File: config.mk
export PLATFORM = sky130hd
export DESIGN_NAME = top
export DESIGN_NICKNAME = d
export VERILOG_FILES = /design/src/rtl/seg7_pkg.sv /design/src/rtl/hex_to_7seg.sv /design/src/rtl/top.sv
export SDC_FILE = /design/constraint.sdc
export NUM_CORES = 1
export LEC_CHECK = 0
export CAP_MARGIN = 30
export CELL_PAD_IN_SITES_DETAIL_PLACEMENT = 2
export CELL_PAD_IN_SITES_GLOBAL_PLACEMENT = 2
export CORE_MARGIN = 8
export CORE_UTILIZATION = 24
export CTS_CLUSTER_DIAMETER = 80
export DETAILED_ROUTE_END_ITERATION = 16
export PLACE_DENSITY_LB_ADDON = 0.1
export SYNTH_ARGS = -nofsm -noshare
export SYNTH_HDL_FRONTEND = slang
export SYNTH_SLANG_ARGS = --single-unit
export TNS_END_PERCENT = 20
File: constraint.sdc
create_clock -name clk -period 0.9 [get_ports clk]
set_input_delay 0.09 -clock clk [delete_from_list [all_inputs] [get_ports clk]]
set_output_delay 0.09 -clock clk [all_outputs]
set_load 0.005 [all_outputs]
File: src/rtl/seg7_pkg.sv
// Shared 7-segment definitions: the off pattern, the hex decode table and a lookup helper.
// Patterns are active-high {dp,g,f,e,d,c,b,a}, bit0 = a.
package seg7_pkg;

  localparam logic [7:0] SEG_OFF = 8'h00;

  localparam logic [7:0] SEG_HEX [0:15] = '{
    8'h3F, 8'h06, 8'h5B, 8'h4F, 8'h66, 8'h6D, 8'h7D, 8'h07,
    8'h7F, 8'h6F, 8'h77, 8'h7C, 8'h39, 8'h5E, 8'h79, 8'h71
  };

  // The table covers all 16 codes, so the lookup never yields X for a known nibble.
  function automatic logic [7:0] nibble_to_seg(input logic [3:0] nibble);
    return SEG_HEX[nibble];
  endfunction

endpackage

File: src/rtl/hex_to_7seg.sv
// Combinational nibble to 7-segment decoder; DP is always off.
module hex_to_7seg
  import seg7_pkg::*;
(
  input  logic [3:0] nibble_i,
  output logic [7:0] seg_o
);

  always_comb begin
    seg_o = nibble_to_seg(nibble_i);
  end

endmodule

File: src/rtl/top.sv
// Two-digit hex display driver: decodes Value into registered high/low 7-segment words
// with optional leading-zero blanking on the high digit and optional output inversion.
module top
  import seg7_pkg::*;
#(
  parameter bit SEG_ACTIVE_LOW  = 1'b0,
  parameter bit BLANK_LEAD_ZERO = 1'b0
) (
  input  logic       clk,
  input  logic       rst_n,
  input  logic [7:0] Value,
  output logic [7:0] SevenSegDig1,
  output logic [7:0] SevenSegDig2
);

  localparam logic [7:0] OffWord = SEG_ACTIVE_LOW ? ~SEG_OFF : SEG_OFF;

  logic [7:0] seg_hi, seg_lo;
  logic [7:0] dig1_d, dig1_q;
  logic [7:0] dig2_d, dig2_q;

  hex_to_7seg u_dec_hi (
    .nibble_i (Value[7:4]),
    .seg_o    (seg_hi)
  );

  hex_to_7seg u_dec_lo (
    .nibble_i (Value[3:0]),
    .seg_o    (seg_lo)
  );

  // Inversion is the last step so a blanked digit still reads as "off" on common-anode parts.
  always_comb begin
    dig1_d = seg_hi;
    dig2_d = seg_lo;
    if (BLANK_LEAD_ZERO && (Value[7:4] == 4'h0)) begin
      dig1_d = SEG_OFF;
    end
    if (SEG_ACTIVE_LOW) begin
      dig1_d = ~dig1_d;
      dig2_d = ~dig2_d;
    end
  end

  always_ff @(posedge clk) begin
    if (!rst_n) begin
      dig1_q <= OffWord;
      dig2_q <= OffWord;
    end else begin
      dig1_q <= dig1_d;
      dig2_q <= dig2_d;
    end
  end

  assign SevenSegDig1 = dig1_q;
  assign SevenSegDig2 = dig2_q;

endmodule

==> results of run 1 <==
==> routing by layer <==
metal | share of wire (%) | up-vias | track usage (%)
met5 | 0 | - | 0
met4 | 1.2 | 0 | 3.46
met3 | 1.9 | 2 | 1.89
met2 | 49 | 17 | 16.8
met1 | 48 | 392 | 13.0
li1 | - | 409 | -
==> synth_stat cells <==
cell / n / area, sq um
a311oi_1: 4 / 35.0
nor2b_1: 5 / 31.3
o22ai_1: 2 / 12.5
a211oi_1: 2 / 15.0
a221oi_2: 1 / 15.0
buf_6: 2 / 22.5
a21oi_1: 1 / 5.00
inv_1: 8 / 30.0
dfxtp_1: 14 / 280
a211oi_2: 1 / 12.5
o31ai_1: 1 / 7.51
mux2_4: 1 / 15.0
o21ai_0: 3 / 15.0
mux2i_1: 1 / 10.0
mux2_2: 4 / 45.0
a221oi_1: 3 / 26.3
nand2_1: 4 / 15.0
nor3_1: 6 / 30.0
conb_1: 1 / 3.75
buf_2: 2 / 10.0
and2b_1: 1 / 7.51
o21a_1: 2 / 15.0
buf_4: 3 / 22.5
nor2_1: 4 / 15.0
ha_1: 14 / 175
==> worst max-delay path, delay by kind of cell <==
family / cells / cell delay (ns)
AO/OA/AOI/OAI: 1 / 0.33
buffers and inverters: 2 / 0.67
==> path summary, 6_finish.rpt <==
check      from         endpoint  slack (ns)  cells past startpoint
min    Value[5]  SevenSegDig1[6]        0.28                      5
max       rst_n  SevenSegDig2[1]       0.006                      3
==> timing repair <==
action                                  CTS  global route
gates cloned                              1             0
endpoints found under the setup margin   28            17
pin swaps                                 6             4
setup buffers                             3             0
gates resized for setup                  81            21
==> cell usage in the layout, fill, tap and decap left out, types with 2 or more instances in the layout <==
master	netlist	final
a311oi_1	4	2
nor3_2	0	4
buf_2	2	9
o21ai_0	3	3
dfxtp_1	14	7
dfxtp_2	0	7
o22ai_1	2	2
nor2b_1	5	3
a311oi_2	0	2
ha_1	14	7
nor2_1	4	3
clkbuf_4	0	3
a211oi_2	1	2
clkbuf_2	0	7
clkinvlp_4	0	3
nor3_1	6	2
a221oi_2	1	3
o21a_1	2	2
ha_2	0	2
inv_2	0	2
mux2_2	4	4
inv_1	8	2
ha_4	0	5
buf_6	2	3
dlygate4sd2_1	0	4
conb_1	1	2
buf_4	3	24
nand2_1	4	4
==> sequential cells by signal, indices dropped and copies added (netlist names) <==
signal	cells
SevenSegDig2	7
SevenSegDig1	7
==> logic make-up (layout without fill, tap and decap cells) <==
group / count (synthesis) / count (layout) / share of synthesized area, %
AO/OA/AOI/OAI: 20 / 20 / 18.2
AND/OR/NAND/NOR: 20 / 20 / 11.3
buffers and inverters: 15 / 62 / 9.76
adder cells (fa/ha/maj): 14 / 14 / 20.1
flip-flops: 14 / 14 / 32.1
multiplexers: 6 / 6 / 8.03
other: 1 / 2 / 0.430
==> through the flow <==
stage | setup WS, ns | utilization [%] | power (W) | area, sq um | std cells
after CTS | -0.0108 | 39.9 | 0.00167 | 1430 | 186
after global placement | -0.687 | 36.6 | 0.00117 | 1310 | 178
after detailed placement | -0.786 | 36.6 | 0.00119 | 1310 | 178
final | 0.00586 | 39.8 | 0.00167 | 1430 | 186
after global routing | -0.0417 | 39.8 | 0.00178 | 1430 | 186
after floorplan | -0.0721 | - | 0.000909 | 903 | 91
==> final cells by class <==
cell class | instances | area (sq um) | area share (%)
well taps | 48 | 60.1 | 4.21
inverters | 8 | 43.8 | 3.07
repair buffers | 49 | 350 | 24.6
flip-flops and latches | 14 | 289 | 20.3
repair inverters | 1 | 5.00 | 0.351
multi-input cells | 62 | 641 | 45.0
clock buffers | 4 | 36.3 | 2.55
==> power breakdown <==
group	internal, W	switching [W]	total, W
combinational	0.000258	0.000244	0.000502
sequential	0.000676	0.0000129	0.000689
clock	0.000246	0.000232	0.000477
==> summary.md, run 1 <==
| Metric | Value |
|---|---|
| Outcome | `finished clean` |
| Antenna viol nets, final | `0` |
| Synthesized area per cell | `9.69 sq um` |
| Die area | `5820 sq um` |
| Filler cell count | `410` |
| Endpoint type of the worst setup path | `register` |
| Global-route usage over all layers | `10.2%` |
| CTS sink cnt | `14` |
| H-tree levels | `1` |
| Die width | `76.3 microns` |
| Routed vias | `820` |
| Period utilisation layout | `99.3%` |
| First-pass GRT wire length | `4.89 mm` |
| # IOs | `26` |
| CTS max path bufs | `2` |
| Worst path cell trace | `dlygate4sd2_1 > clkinvlp_2 > a311oi_2` |
| Worst-path clk slew | `0.10 ns` |
| Vias in the first global route | `955` |
| Hold WC Path Type | `in -> reg` |
| Hold_buf cts | `0` |
| Crit start category | `input port` |
| DRT Wirelength | `2.95 mm` |
| CP max stage cell | `clkinvlp_2` |
| Max frequency | `1.12 GHz` |
| Core ar. | `3580 sq um` |
| 1st-iter DRT viols | `14` |
| Synth warnings | `0` |
| Crit path arrival time | `1.09 ns` |
| DR WL/cell | `15.9 microns` |
| Synthesized area | `872 sq um` |
| Synth unique cells | `25` |
| Drt pass-1 iters | `3` |
| Worst-path maximum fanout | `5` |
| Initial antenna violation count | `0` |
| CTS tree | `yes` |
| Post-Synthesis Cells | `90` |
| Gpl congestion | `0.807` |
| RSZ-0062 raised after global routing | `true` |
| Setup TNS | `0 ns` |
| Required time worst endpoint | `1.10 ns` |
| Via density | `4.41` |
| Delay of the slowest cell on the worst path | `0.35 ns` |
| Final HPWL DP | `2.21 mm` |
| Synthesis-to-finish area growth | `63.4%` |
| Worst hold slack | `0.276 ns` |
| Rows | `22` |
| Register area share after synthesis | `32.1%` |
| Layout cell share with drive strength beyond 1 | `63.8%` |
| Final Max Slew Viols | `0` |
| Final Critical Period | `0.894 ns` |
| CTS root buffer | `clkbuf_4` |
| Critical path type | `in -> reg` |
| Pwr per Cell Area | `1170 nW/um^2` |
| TritonCTS buffer count | `3` |
| IO buf count | `23` |
| Setup Viol. Count Final | `0` |
| Largest net degree at the start of global routing | `9` |
| Leakage | `0.631 nW` |
| Register bit total from synthesis | `14` |
| Grt ovf | `0` |
| Maximum VDD drop | `288 uV` |
| Fin nets | `163` |
| DRC | `0` |
| Die H | `76.3 microns` |
| Effective utilization at floorplan | `24.4%` |
| ANT cells | `0` |
| Max cap viols | `0` |
| Final hold vios | `0` |
Note: power is estimated with default switching activity, not from simulation.
==> run 2: changes to the inputs <==
--- a/constraint.sdc
+++ b/constraint.sdc
@@ -3,2 +3,2 @@
 set_output_delay 0.09 -clock clk [all_outputs]
-set_load 0.005 [all_outputs]
+set_load 0.01 [all_outputs]
==> run 2 against run 1 <==
Net effect:
- the run now ends with negative setup slack left
- flip-flop and latch count unchanged
- utilization fell by 0.87 points
- sequential share of layout area about the same
- design area fell by 2.2%
- critical path depth is the same
- first-iteration DRC count rose by 21%
- total power increased by 0.25%
- hold slack worse by 0.049 ns
- maximum frequency down 1.9%
- routed wire length shrank 3.9%
- largest power group unchanged
==> summary.md, run 2 (synthesized netlist as in run 1, its figures left out) <==
| Metric | Value |
|---|---|
| Final HPWL DP | `2.21 mm (unchanged)` |
| Crit start category | `input port (unchanged)` |
| Cell Area, Placed | `1310 sq um (unchanged)` |
| Crit path depth | `3 (unchanged)` |
| Fin area | `1390 sq um (was 1430 sq um)` |
| Leakage | `0.639 nW (was 0.631 nW)` |
| Via density | `4.42 (was 4.41)` |
| Worst-path maximum fanout | `11 (was 5)` |
| Global-route usage over all layers | `9.83% (was 10.2%)` |
| Fin nets | `162 (was 163)` |
| 1st-iter DRT viols | `17 (was 14)` |
| Grt ovf | `0 (unchanged)` |
| ANT cells | `0 (unchanged)` |
| DRC | `0 (unchanged)` |
| Worst Hold Depth | `3 (was 5)` |
| Effective utilization at floorplan | `24.4% (unchanged)` |
| Layout cell share with drive strength beyond 1 | `56.9% (was 63.8%)` |
| Crit path arrival time | `1.10 ns (was 1.09 ns)` |
| Core ar. | `3580 sq um (unchanged)` |
| Rows | `22 (unchanged)` |
| CTS root buffer | `clkbuf_4 (unchanged)` |
| Critical path buffers and inverters | `2 (unchanged)` |
| Final Max Slew Viols | `0 (unchanged)` |
| Outcome | `finished, violations left (was finished clean)` |
| Max frequency | `1.10 GHz (was 1.12 GHz)` |
| CTS sink cnt | `14 (unchanged)` |
| Final setup margin | `-0.0119 ns (was 0.00586 ns)` |
| Maximum VDD drop | `380 uV (was 288 uV)` |
| Commonest non-fill, non-tap cell in the layout | `buf_4 (unchanged)` |
| Vias in the first global route | `932 (was 955)` |
| Drt pass-1 iters | `2 (was 3)` |
| CP max stage cell | `clkdlybuf4s50_1 (was clkinvlp_2)` |
| IO buf count | `23 (unchanged)` |
| Pwr per Cell Area | `1200 nW/um^2 (was 1170 nW/um^2)` |
| Worst-path clk slew | `0.10 ns (about the same)` |
| Gpl congestion | `0.807 (unchanged)` |
| Endpoint type of the worst setup path | `register (unchanged)` |
| Largest net degree at the start of global routing | `12 (was 9)` |
| Place WS | `-0.786 ns (unchanged)` |
| Max cap viols | `0 (unchanged)` |
| Delay of the slowest cell on the worst path | `0.48 ns (was 0.35 ns)` |
| Die width | `76.3 microns (unchanged)` |
| # IOs | `26 (unchanged)` |
| Hold_buf cts | `0 (unchanged)` |
| Setup Viol. Count Final | `2 (was 0)` |
| Final hold vios | `0 (unchanged)` |
| Worst path cell trace | `clkdlybuf4s50_1 > inv_1 > a311oi_1 (was dlygate4sd2_1 > clkinvlp_2 > a311oi_2)` |
| Die H | `76.3 microns (unchanged)` |
| First-pass GRT wire length | `4.69 mm (was 4.89 mm)` |
| Largest delay share family, worst path | `buffers and inverters (unchanged)` |
| RSZ-0062 raised after global routing | `true (unchanged)` |
| Worst hold slack | `0.227 ns (was 0.276 ns)` |
| TritonCTS buffer count | `3 (unchanged)` |
| Required time worst endpoint | `1.09 ns (was 1.10 ns)` |
| Filler cell count | `418 (was 410)` |
| Antenna viol nets, final | `0 (unchanged)` |
| Hold WC Path Type | `in -> reg (unchanged)` |
| CTS tree | `yes (unchanged)` |
| Initial antenna violation count | `0 (unchanged)` |
| Die area | `5820 sq um (unchanged)` |
| Most frequent cells in the layout | `buf_4 (23), buf_2 (17), dfxtp_1 (12) (was buf_4 (24), buf_2 (9))` |
| DR WL/cell | `15.3 microns (was 15.9 microns)` |
| DRT Wirelength | `2.84 mm (was 2.95 mm)` |
| Critical path type | `in -> reg (unchanged)` |
| CTS max path bufs | `2 (unchanged)` |
| Synthesis-to-finish area growth | `59.8% (was 63.4%)` |
| Routed vias | `817 (was 820)` |
| H-tree levels | `1 (unchanged)` |
| Final Critical Period | `0.912 ns (was 0.894 ns)` |
| Setup TNS | `-0.0217 ns (was 0 ns)` |
| Failing checks | `negative setup slack` |
| Period utilisation layout | `101% (was 99.3%)` |
[run 2: cell count changes in the layout (fill, tap and decap cells not counted), sizes merged]
cell          before  now
buf               36   43
clkbuf            11    4
clkinvlp           4    2
dlygate4sd2        4    3
dlymetal6s2s       0    1
inv                5    6
[run 2: path summary, 6_finish.rpt]
path | from | endpoint | slack (ns)
worst max-delay path | rst_n | SevenSegDig2[4] | -0.01
worst min-delay path | Value[2] | SevenSegDig2[1] | 0.23
[run 2: area by class of cell]
| class | instances | area (sq um) | share of cell area (%) |
|---|---|---|---|
| Sequential cell | 14 | 283 | 20.3 |
| Inverter | 8 | 37.5 | 2.69 |
| Clock buffer | 4 | 36.3 | 2.60 |
| Multi-Input combinational cell | 62 | 626 | 44.9 |
| Tap cell | 48 | 60.1 | 4.31 |
| Timing Repair Buffer | 49 | 352 | 25.2 |
[run 2: per-layer routing]
layer  share of wire, %  track usage, %  wire length, microns  vias to the layer above
met1                 50            12.9                  1410                      395
met2                 48            16.0                  1360                       17
met3                1.2            1.18                    33                        2
li1                   -               -                     -                      403
met5                  0               0                     0                        -
met4                1.2            3.46                    34                        0
[run 2: repair_timing]
action | in CTS | in global routing
resized for setup | 92 | 6
pin swaps | 5 | 0
buffers inserted | 3 | 0
setup endpoints to repair | 28 | 11
cloned | 0 | 0
[run 2: power breakdown]
part           switching, W  internal [W]  total (W)
Clock              0.000232      0.000246   0.000478
Combinational      0.000256      0.000255   0.000510
Sequential        0.0000118      0.000672   0.000684
[run 2: through the flow]
step / total power, W / cells / utilization, %
global placement: 0.00119 / 178 / 36.6
floorplan: 0.000931 / 91 / -
CTS: 0.00168 / 185 / 38.6
global route: 0.00177 / 185 / 39.0
finish: 0.00167 / 185 / 39.0
detailed placement: 0.00121 / 178 / 36.6
